## src/rtl/fft_in_loader_if.sv

```systemverilog
// Sample stream and FFT-core write bus of the FFT input loader.
// The master modport is the loader's view; slave is the environment's view.
interface fft_in_loader_if #(
  parameter int N = 8,
  parameter int W = 16
);
  localparam int LW = $clog2(N);

  logic                s_valid;
  logic                s_ready;
  logic signed [W-1:0] s_re;
  logic signed [W-1:0] s_im;
  logic                s_last;

  logic                w_en;
  logic [LW-1:0]       idx0;
  logic signed [W-1:0] xr;
  logic signed [W-1:0] xi;

  modport master (
    input  s_valid, s_re, s_im, s_last,
    output s_ready, w_en, idx0, xr, xi
  );

  modport slave (
    output s_valid, s_re, s_im, s_last,
    input  s_ready, w_en, idx0, xr, xi
  );
endinterface

```

## src/rtl/fft_in_loader.sv

```systemverilog
// Ping-pong frame collector that replays each full N-sample frame to the FFT core
// as one N-cycle write burst, then waits GAP cycles and pulses fft_done.
module fft_in_loader #(
  parameter int N   = 8,
  parameter int W   = 16,
  parameter int GAP = 12
) (
  input  logic              clk,
  input  logic              rst,
  fft_in_loader_if.master   bus,
  output logic              busy,
  output logic              fft_done,
  output logic              err
);
  localparam int LW = $clog2(N);
  localparam int GW = $clog2(GAP + 1);
  localparam logic [LW-1:0] IDX_LAST = LW'(N - 1);
  localparam logic [GW-1:0] GAP_LAST = GW'(GAP - 1);

  typedef enum logic [1:0] {ST_IDLE, ST_BURST, ST_GAP} state_t;

  logic [2*W-1:0] r_mem [0:2*N-1];

  logic          r_wb;
  logic [LW-1:0] r_wp;
  logic [1:0]    r_full;
  logic          r_ready;
  logic          r_err;

  state_t          r_state;
  logic            r_rb;
  logic [LW-1:0]   r_idx0;
  logic            r_wen;
  logic [W-1:0]    r_xr;
  logic [W-1:0]    r_xi;
  logic            r_busy;
  logic            r_done;
  logic [GW-1:0]   r_gcnt;

  logic          w_accept;
  logic          w_close;
  logic          w_abort;
  logic          w_clr;
  logic [1:0]    w_full_nxt;
  logic          w_wb_nxt;
  logic [LW-1:0] w_idx_nxt;

  assign w_accept  = bus.s_valid && r_ready;
  assign w_close   = w_accept && (r_wp == IDX_LAST);
  assign w_abort   = w_accept && bus.s_last && (r_wp != IDX_LAST);
  assign w_clr     = (r_state == ST_BURST) && (r_idx0 == IDX_LAST);
  assign w_idx_nxt = r_idx0 + LW'(1);
  assign w_wb_nxt  = w_close ? ~r_wb : r_wb;

  // Clear is applied last so it wins over a fill of the same bank.
  always_comb begin
    w_full_nxt = r_full;
    if (w_close) w_full_nxt[r_wb] = 1'b1;
    if (w_clr)   w_full_nxt[r_rb] = 1'b0;
  end

  always_ff @(posedge clk or posedge rst) begin
    if (rst) begin
      r_wb    <= 1'b0;
      r_wp    <= '0;
      r_full  <= '0;
      r_ready <= 1'b0;
      r_err   <= 1'b0;
    end else begin
      r_full  <= w_full_nxt;
      r_wb    <= w_wb_nxt;
      r_ready <= !w_full_nxt[w_wb_nxt];
      r_err   <= w_abort;
      if (w_close || w_abort) r_wp <= '0;
      else if (w_accept)      r_wp <= r_wp + LW'(1);
    end
  end

  always_ff @(posedge clk) begin
    if (w_accept && !w_abort) r_mem[{r_wb, r_wp}] <= {bus.s_re, bus.s_im};
  end

  always_ff @(posedge clk or posedge rst) begin
    if (rst) begin
      r_state <= ST_IDLE;
      r_rb    <= 1'b0;
      r_idx0  <= '0;
      r_wen   <= 1'b0;
      r_xr    <= '0;
      r_xi    <= '0;
      r_busy  <= 1'b0;
      r_done  <= 1'b0;
      r_gcnt  <= '0;
    end else begin
      r_done <= 1'b0;
      case (r_state)
        ST_IDLE: begin
          if (r_full[r_rb]) begin
            r_state      <= ST_BURST;
            r_wen        <= 1'b1;
            r_busy       <= 1'b1;
            r_idx0       <= '0;
            {r_xr, r_xi} <= r_mem[{r_rb, {LW{1'b0}}}];
          end
        end
        ST_BURST: begin
          if (r_idx0 == IDX_LAST) begin
            r_state <= ST_GAP;
            r_wen   <= 1'b0;
            r_idx0  <= '0;
            r_xr    <= '0;
            r_xi    <= '0;
            r_rb    <= ~r_rb;
            r_gcnt  <= '0;
            r_done  <= (GAP == 1);
          end else begin
            r_idx0       <= w_idx_nxt;
            {r_xr, r_xi} <= r_mem[{r_rb, w_idx_nxt}];
          end
        end
        ST_GAP: begin
          // fft_done is raised on entry to the final GAP cycle.
          if (r_gcnt == GAP_LAST) begin
            r_state <= ST_IDLE;
            r_busy  <= 1'b0;
          end else begin
            r_gcnt <= r_gcnt + GW'(1);
            r_done <= ((r_gcnt + GW'(1)) == GAP_LAST);
          end
        end
        default: r_state <= ST_IDLE;
      endcase
    end
  end

  assign bus.s_ready = r_ready;
  assign bus.w_en    = r_wen;
  assign bus.idx0    = r_idx0;
  assign bus.xr      = r_xr;
  assign bus.xi      = r_xi;
  assign busy        = r_busy;
  assign fft_done    = r_done;
  assign err         = r_err;
endmodule

```

## src/flat_wrapper.sv

```systemverilog
// flat-port wrapper written by rule: the top's interface ports become plain ports
module fft_in_loader_flat 
#(
  parameter int N   = 8,
  parameter int W   = 16,
  parameter int GAP = 12
)
  (clk, rst, busy, fft_done, err, bus_s_valid, bus_s_re, bus_s_im, bus_s_last, bus_s_ready, bus_w_en, bus_idx0, bus_xr, bus_xi);
  fft_in_loader_if #(.N(N), .W(W)) bus_i ();
  input  logic clk;
  input  logic rst;
  output logic busy;
  output logic fft_done;
  output logic err;
  input wire logic [$bits(bus_i.s_valid)-1:0] bus_s_valid;
  input wire logic [$bits(bus_i.s_re)-1:0] bus_s_re;
  input wire logic [$bits(bus_i.s_im)-1:0] bus_s_im;
  input wire logic [$bits(bus_i.s_last)-1:0] bus_s_last;
  output wire logic [$bits(bus_i.s_ready)-1:0] bus_s_ready;
  output wire logic [$bits(bus_i.w_en)-1:0] bus_w_en;
  output wire logic [$bits(bus_i.idx0)-1:0] bus_idx0;
  output wire logic [$bits(bus_i.xr)-1:0] bus_xr;
  output wire logic [$bits(bus_i.xi)-1:0] bus_xi;
  assign bus_i.s_valid = bus_s_valid;
  assign bus_i.s_re = bus_s_re;
  assign bus_i.s_im = bus_s_im;
  assign bus_i.s_last = bus_s_last;
  assign bus_s_ready = bus_i.s_ready;
  assign bus_w_en = bus_i.w_en;
  assign bus_idx0 = bus_i.idx0;
  assign bus_xr = bus_i.xr;
  assign bus_xi = bus_i.xi;
  fft_in_loader #(.N(N), .W(W), .GAP(GAP)) u_core (.clk(clk), .rst(rst), .bus(bus_i), .busy(busy), .fft_done(fft_done), .err(err));
endmodule
```

## config.mk

```make
export PLATFORM = sky130hd
export DESIGN_NAME = fft_in_loader_flat
export DESIGN_NICKNAME = d
export VERILOG_FILES = /design/src/rtl/fft_in_loader_if.sv /design/src/rtl/fft_in_loader.sv /design/src/flat_wrapper.sv
export SDC_FILE = /design/constraint.sdc
export NUM_CORES = 1
export LEC_CHECK = 0
export ABC_AREA = 1
export BUFFER_PORTS_ARGS = -buffer_cell sky130_fd_sc_hd__buf_2
export CELL_PAD_IN_SITES_DETAIL_PLACEMENT = 0
export CELL_PAD_IN_SITES_GLOBAL_PLACEMENT = 1
export CORE_MARGIN = 1
export CORE_UTILIZATION = 30
export DETAILED_ROUTE_END_ITERATION = 10
export PLACE_DENSITY_LB_ADDON = 0.1
export SLEW_MARGIN = 10
export SYNTH_ARGS = -nofsm -noshare
export SYNTH_HDL_FRONTEND = slang
export SYNTH_SLANG_ARGS = --single-unit
```

## constraint.sdc

```tcl
create_clock -name clk -period 6.46 [get_ports clk]
set_clock_uncertainty 0.1 [all_clocks]
set_input_delay 0.323 -clock clk [delete_from_list [all_inputs] [get_ports clk]]
set_output_delay 0.323 -clock clk [all_outputs]
set_load 0.1 [all_outputs]
```

# Yosys cells after proc, flatten, opt, wreduce, memory -nomap -nowiden
# Memories as Yosys holds them, arrays and structs flattened.
# Index checks and enable logic that the tools add are counted.
classes:
  addsub: 3
  magnitude_cmp: 5
  eq_ne: 11
  mux: 38
  bitwise: 5
  reduce_logical: 22
ops:
  columns: ["op", "n"]
  rows:
  - ["16-bit two-way mux", 4]
  - ["16-bit case mux with 2 select lines", 2]
  - ["1-bit two-way mux", 14]
  - ["3-bit two-way mux", 4]
  - ["3-bit AND reduction", 4]
  - ["2-bit two-way mux", 5]
  - ["4-bit == test, second input constant", 2]
  - ["1-bit logical AND", 8]
  - ["4-bit two-way mux", 2]
  - ["4-bit case mux with 2 select lines", 1]
  - ["2-bit nonzero test", 4]
  - ["3-bit by 1-bit adder with 3-bit output, second input constant", 2]
  - ["3-bit == test, second input constant", 2]
  - ["1-bit by 2-bit less-than comparator with 1-bit output, second input constant", 3]
  - ["2-bit case mux with 3 select lines", 1]
  - ["3-bit case mux with 2 select lines", 1]
  - ["4-bit by 1-bit adder with 4-bit output, second input constant", 1]
  - ["2-bit by 1-bit != test with 1-bit output, second input constant", 2]
  - ["2-bit != test, second input constant", 2]
  - ["1-bit case mux with 2 select lines", 2]
  - ["2-bit AND reduction", 2]
  - ["3-bit != test, second input constant", 1]
  - ["2-bit AND", 1]
  - ["1-bit demux with 1-bit select", 2]
  - ["9 further kinds", 12]
totals:
  register_bits: 53
  ram_bits: 512
  inputBits: 36
  memories: 1
memory_table:
  columns: ["name", "depth", "width", "rd", "rd_clocked_by_memory_dff", "write_ports", "line", "text"]
  rows:
  - ["u_core.r_mem", 16, 32, 2, 0, 1, "fft_in_loader.sv:22", "logic [2*W-1:0] r_mem [0:2*N-1];"]

# Logic depth before layout (Yosys ltp)
depth:
  ltp_word: 11
  mapped_depth: 12

# Least setup slack after synthesis
# No wires, ideal clock.
synth_timing:
  path_kind: "reg-to-reg"
  start: "register u_core.r_ready (netlist: u_core.bus.s_ready)"
  end: "memory u_core.r_mem[0][0] (netlist bit) (enable)"
  arrival_ps: 2856
  required_ps: 5939
  path_slack_ps: 3083
  stages_incl_launch_ff: 8
  n_path_buf: 0
  synth_period_minus_slack_ps: 3377
  path_cell_list: "dfrtp_1 nand2_1 inv_1 nand2_1 nor2_1 nor2_1 nand2_1 nor2_1"
synth_via:
  elab_chain_len: 7
synth_rtl:
  columns: ["element", "line", "text"]
  rows:
  - ["start, declared", "fft_in_loader.sv:27", "logic r_ready;"]
  - ["start signal, assigned", "fft_in_loader.sv:72", "r_ready <= !w_full_nxt[w_wb_nxt];"]
  - ["1-bit logical AND", "fft_in_loader.sv:48", "assign w_accept = bus.s_valid && r_ready;"]
  - ["1-bit logical AND (2 in a row)", "fft_in_loader.sv:50", "assign w_abort = w_accept && bus.s_last && (r_wp != IDX_LAST);"]
  - ["named net u_core.w_abort", "fft_in_loader.sv:42", "logic w_abort;"]
  - ["1-bit logical NOT", "fft_in_loader.sv:80", "if (w_accept && !w_abort) r_mem[{r_wb, r_wp}] <= {bus.s_re, bus.s_im};"]
  - ["1-bit logical AND", "fft_in_loader.sv:80", null]
  - ["1-bit two-way mux", "fft_in_loader.sv:80", null]
  - ["1-bit two-way mux (not written as such)", "fft_in_loader.sv:80", null]
  - ["end, declared", "fft_in_loader.sv:22", null]
# The timed path passes the listed nets, and every way through them passes these cells.

# Final worst setup path
layout_timing:
  start: "register u_core.r_idx0[0] (netlist: u_core.bus.idx0[0])"
  end: "register u_core.r_xr[9] (netlist: u_core.bus.xr[9])"
layout_via:
  elab_chain_len: 4
  word_cells_on_any_way: 5
  classes_between: "1 x add/sub; 1 x eq/ne; 2 x mux; 1 x memory"
layout_rtl:
  columns: ["element", "line", "text"]
  rows:
  - ["start, declared", "fft_in_loader.sv:32", "logic [LW-1:0] r_idx0;"]
  - ["start signal, assigned", "fft_in_loader.sv:117", "r_idx0 <= w_idx_nxt;"]
  - ["3-bit by 1-bit adder with 3-bit output", "fft_in_loader.sv:52", "assign w_idx_nxt = r_idx0 + LW'(1);"]
  - ["memory read 16 x 32 bit", null, null]
  - ["16-bit two-way mux *", "fft_in_loader.sv:107", "if (r_idx0 == IDX_LAST) begin"]
  - ["16-bit case mux with 2 select lines *", "fft_in_loader.sv:96", "case (r_state)"]
  - ["end signal, assigned", "fft_in_loader.sv:103", "{r_xr, r_xi} <= r_mem[{r_rb, {LW{1'b0}}}];"]
  - ["end signal, assigned", "fft_in_loader.sv:118", "{r_xr, r_xi} <= r_mem[{r_rb, w_idx_nxt}];"]
  - ["end, declared", "fft_in_loader.sv:34", "logic [W-1:0] r_xr;"]
# Mark *: on every way between the ends. The rest lies on a longest branch, timed or not.
# A chain may end at the register's enable or synchronous reset.

==> flow_summary.ini <==
[timing]
timing.final.crit_share_pct = 49.0
worst_slew_pin_slew_ns = 1.48
fmax_ghz = 0.316
slew_viol_final = 0
tns_ns = 0
fin_crit_ns = 3.17
finalSetupViolations = 0
hold_viol = 0
rsz0062_at_grt = false
max-slew-margin-rel_pct = 1.56

[global_route]
antenna_found_initial = 2
grt_max_degree = 172
track_usage_pct = 18.3
grt_pass1_vias = 16500
grt_overflow = 0
grt_pass1_wl_um = 111000

[synthesis]
yosys-top-cells-area = edfxtp_1 (62%), nand2_1 (11%), nand3_1 (7.8%)
synth_top_family_by_area = simple AND/OR/NAND/NOR gates
syn_inst = 2433
syn_avg_cell_area_um2 = 10.2
synth_fa_ha_area_share_pct = 0.455
synth_compound_area_share_pct = 2.33
synth_cell_type_count = 24
synth_edf_count = 512
syn_nets = 2478
syn_area_um2 = 24700
synth_top_flop_cell = edfxtp_1
ys_seq_area_share_pct = 67.5
yosysWarnings = 0
synth-xor-area-share_pct = 0.106
ys_ff_latch = 565
async_reset_ff_share_pct = 9.38
yosys.area.top_type = edfxtp_1
muxShareOfSynthArea_pct = 0.0405
synth_simple_gate_area_share_pct = 20.3
netlist.area_leader.share_pct = 62.2

[clocking]
holdBufCountCts = 25
clock_sinks = 565
cts_tree = built
clk_latency_ns = 0.60
cts.path.max_buffers = 3
cts_resized = 0
path_clk_slew_ns = 0.06
htreeDepth = 3
post-cts-setup-buffer-count = 0
cts-buffers-inserted = 68
cts-root-buf = clkbuf_16

[layout]
drive_above_1_share_pct = 8.90
fin_nets = 2555
diodes = 0
stdcell_count = 3622
syn2layout_area_growth_pct = 15.1

[detailed_routing]
drt_iter0_markers = 1006
routedLengthMet1_um = 34700
firstDrtPassIters = 5
drc = 0
wire_per_inst_um = 20.8
vias = 16600
top_layer_used = met5
ant_nets = 0
routed_wl_um = 75300
met3_length_um = 2700
met2_wirelength_um = 36500
avgViaCountPerCell = 4.59

[power]
p_leak_nw = 12.0
p_comb_share_pct = 42.4
ir_worst_vdd_mv = 0.377
p_int_mw = 8.01
clkPwrFrac_pct = 25.4
switching_share_pct = 44.5
p_per_area_nw_per_um2 = 506
p_seq_share_pct = 32.2
p_switching_mw = 6.41

[die]
dieWidth_um = 289
num_io_pins = 76
initial_utilization_pct = 30.5
die_h_um = 289
dieArea_um2 = 83600
coreArea_um2 = 81100
std_cell_rows = 104

[worst_setup_path]
start_kind = flop
endpoint_kind = flop
cp_data_arrival_time_ns = 3.59
path_max_fanout = 50
cp_data_required_time_ns = 6.88
worstSetupPathType = flop to flop

[flow_run]
maxCapViolCount = 0

[place]
place.gp.congestion = 0.725
port_buffers = 75
dp_hpwl_um = 36300
dpl.cell_count = 3475

[outcome]
outcome = finished, final reports clean

[worst_hold_path]
hp-class = input port to flop
==> synth_stat cells (3+ instances only) <==
cell      count
o21ai_0      40
o22ai_1       3
clkbuf_1     19
nand3_1     388
inv_1       407
buf_1        10
dfrtp_1      53
buf_6        23
a21oi_1      68
edfxtp_1    512
nand2_1     730
ha_1          9
nor2_1       88
buf_2        71
==> worst paths after layout <==
| path | start | slack [ns] | depth (start not counted) | endpoint |
|---|---|---|---|---|
| setup reg to reg | u_core.bus.idx0[0]$_DFFE_PP0P_ | 3.29 | 9 | u_core.bus.xr[9]$_DFFE_PP0P_ |
| setup / recovery | u_core.bus.idx0[0]$_DFFE_PP0P_ | 3.29 | 9 | u_core.bus.xr[9]$_DFFE_PP0P_ |
| hold reg to reg | u_core.bus.w_en$_DFFE_PP0P_ | 0.38 | 2 | u_core.bus.w_en$_DFFE_PP0P_ |
| max in group asynchronous | rst | 5.01 | 4 | u_core.r_rb$_DFFE_PP0P_ |
| hold / removal | bus_s_im[0] | 0.04 | 1 | u_core.r_mem[13][0]$_DFFE_PP_ |
| min in group asynchronous | rst | 0.47 | 4 | u_core.r_gcnt[2]$_DFFE_PP0P_ |
==> area by class of cell <==
cell class              instances  area (um^2)
repair buffers                132          891
multi-input cells            1333         5880
clock buffers                  93         1910
clock inverters                29          206
flip-flops and latches        565        16700
inverters                     410         1550
well taps                    1060         1330
fillers                      8124        52600
==> per-layer routing <==
layer	vias up	track usage [%]
met4	4	4.21
li1	8041	-
met1	8202	24.5
met2	292	31.3
met5	-	0
met3	103	2.72
==> flip-flops by register name (all words and copies together) (netlist names) <==
register	flops
u_core.err	1
u_core.r_state	2
u_core.bus.idx0	3
u_core.r_mem	512
u_core.r_wb	1
u_core.fft_done	1
u_core.bus.s_ready	1
u_core.r_full	2
u_core.bus.w_en	1
u_core.r_gcnt	4
u_core.r_wp	3
u_core.bus.xi	16
u_core.r_rb	1
u_core.busy	1
u_core.bus.xr	16
==> critical path: stages, from the launching register on <==
cell and delay (ns):
dfrtp_4 0.60, ha_4 0.47, inv_4 0.47, buf_4 0.68
nand3_1 0.14, nand3_1 0.11, nand3_1 0.13, nand2_1 0.10
nand2_1 0.05, a21oi_1 0.15
==> cells by family after synthesis <==
kind of cell               Yosys count
and+or+nand+nor                   1207
AOI/OAI and AO/OA                  113
muxes                                1
DFF                                565
adders and majority gates            9
buffers and inverters              535
xor gates and xnor gates             3
==> per-stage QoR <==
stage	total power, mW	hold WS (ns)	instance area [um^2]	utilization, %	worst slack, ns
final	14.4	0.0354	28500	35.1	3.29
after global placement	10.9	0.379	26100	32.2	3.30
after floorplan	9.05	0.322	24700	-	3.08
after global routing	15.3	0.0162	28500	35.1	3.04
after CTS	14.7	0.00510	28500	35.1	3.26
after detailed placement	10.9	0.372	26100	32.2	3.28
==> placed cells by master (no fill, tap or decap), drive strengths merged, types with 25 or more instances in the layout <==
cell type | Yosys | final
nand2 | 730 | 730
dfrtp | 53 | 53
dlygate4sd3 | 0 | 25
clkinv | 0 | 25
o21ai | 40 | 40
a21oi | 68 | 68
clkbuf | 19 | 93
buf | 106 | 107
inv | 410 | 411
edfxtp | 512 | 512
nor2 | 89 | 89
nand3 | 388 | 388
==> power groups by stage <==
stage / Sequential [mW] / Clock [mW] / Combinational, mW
global placement: 4.72 / 0 / 6.19
floorplan: 5.45 / 0 / 3.60
finish: 4.64 / 3.67 / 6.11
global route: 4.68 / 3.89 / 6.76
detailed placement: 4.72 / 0 / 6.19
CTS: 4.65 / 3.78 / 6.22
(Power assumes the default switching activity.)
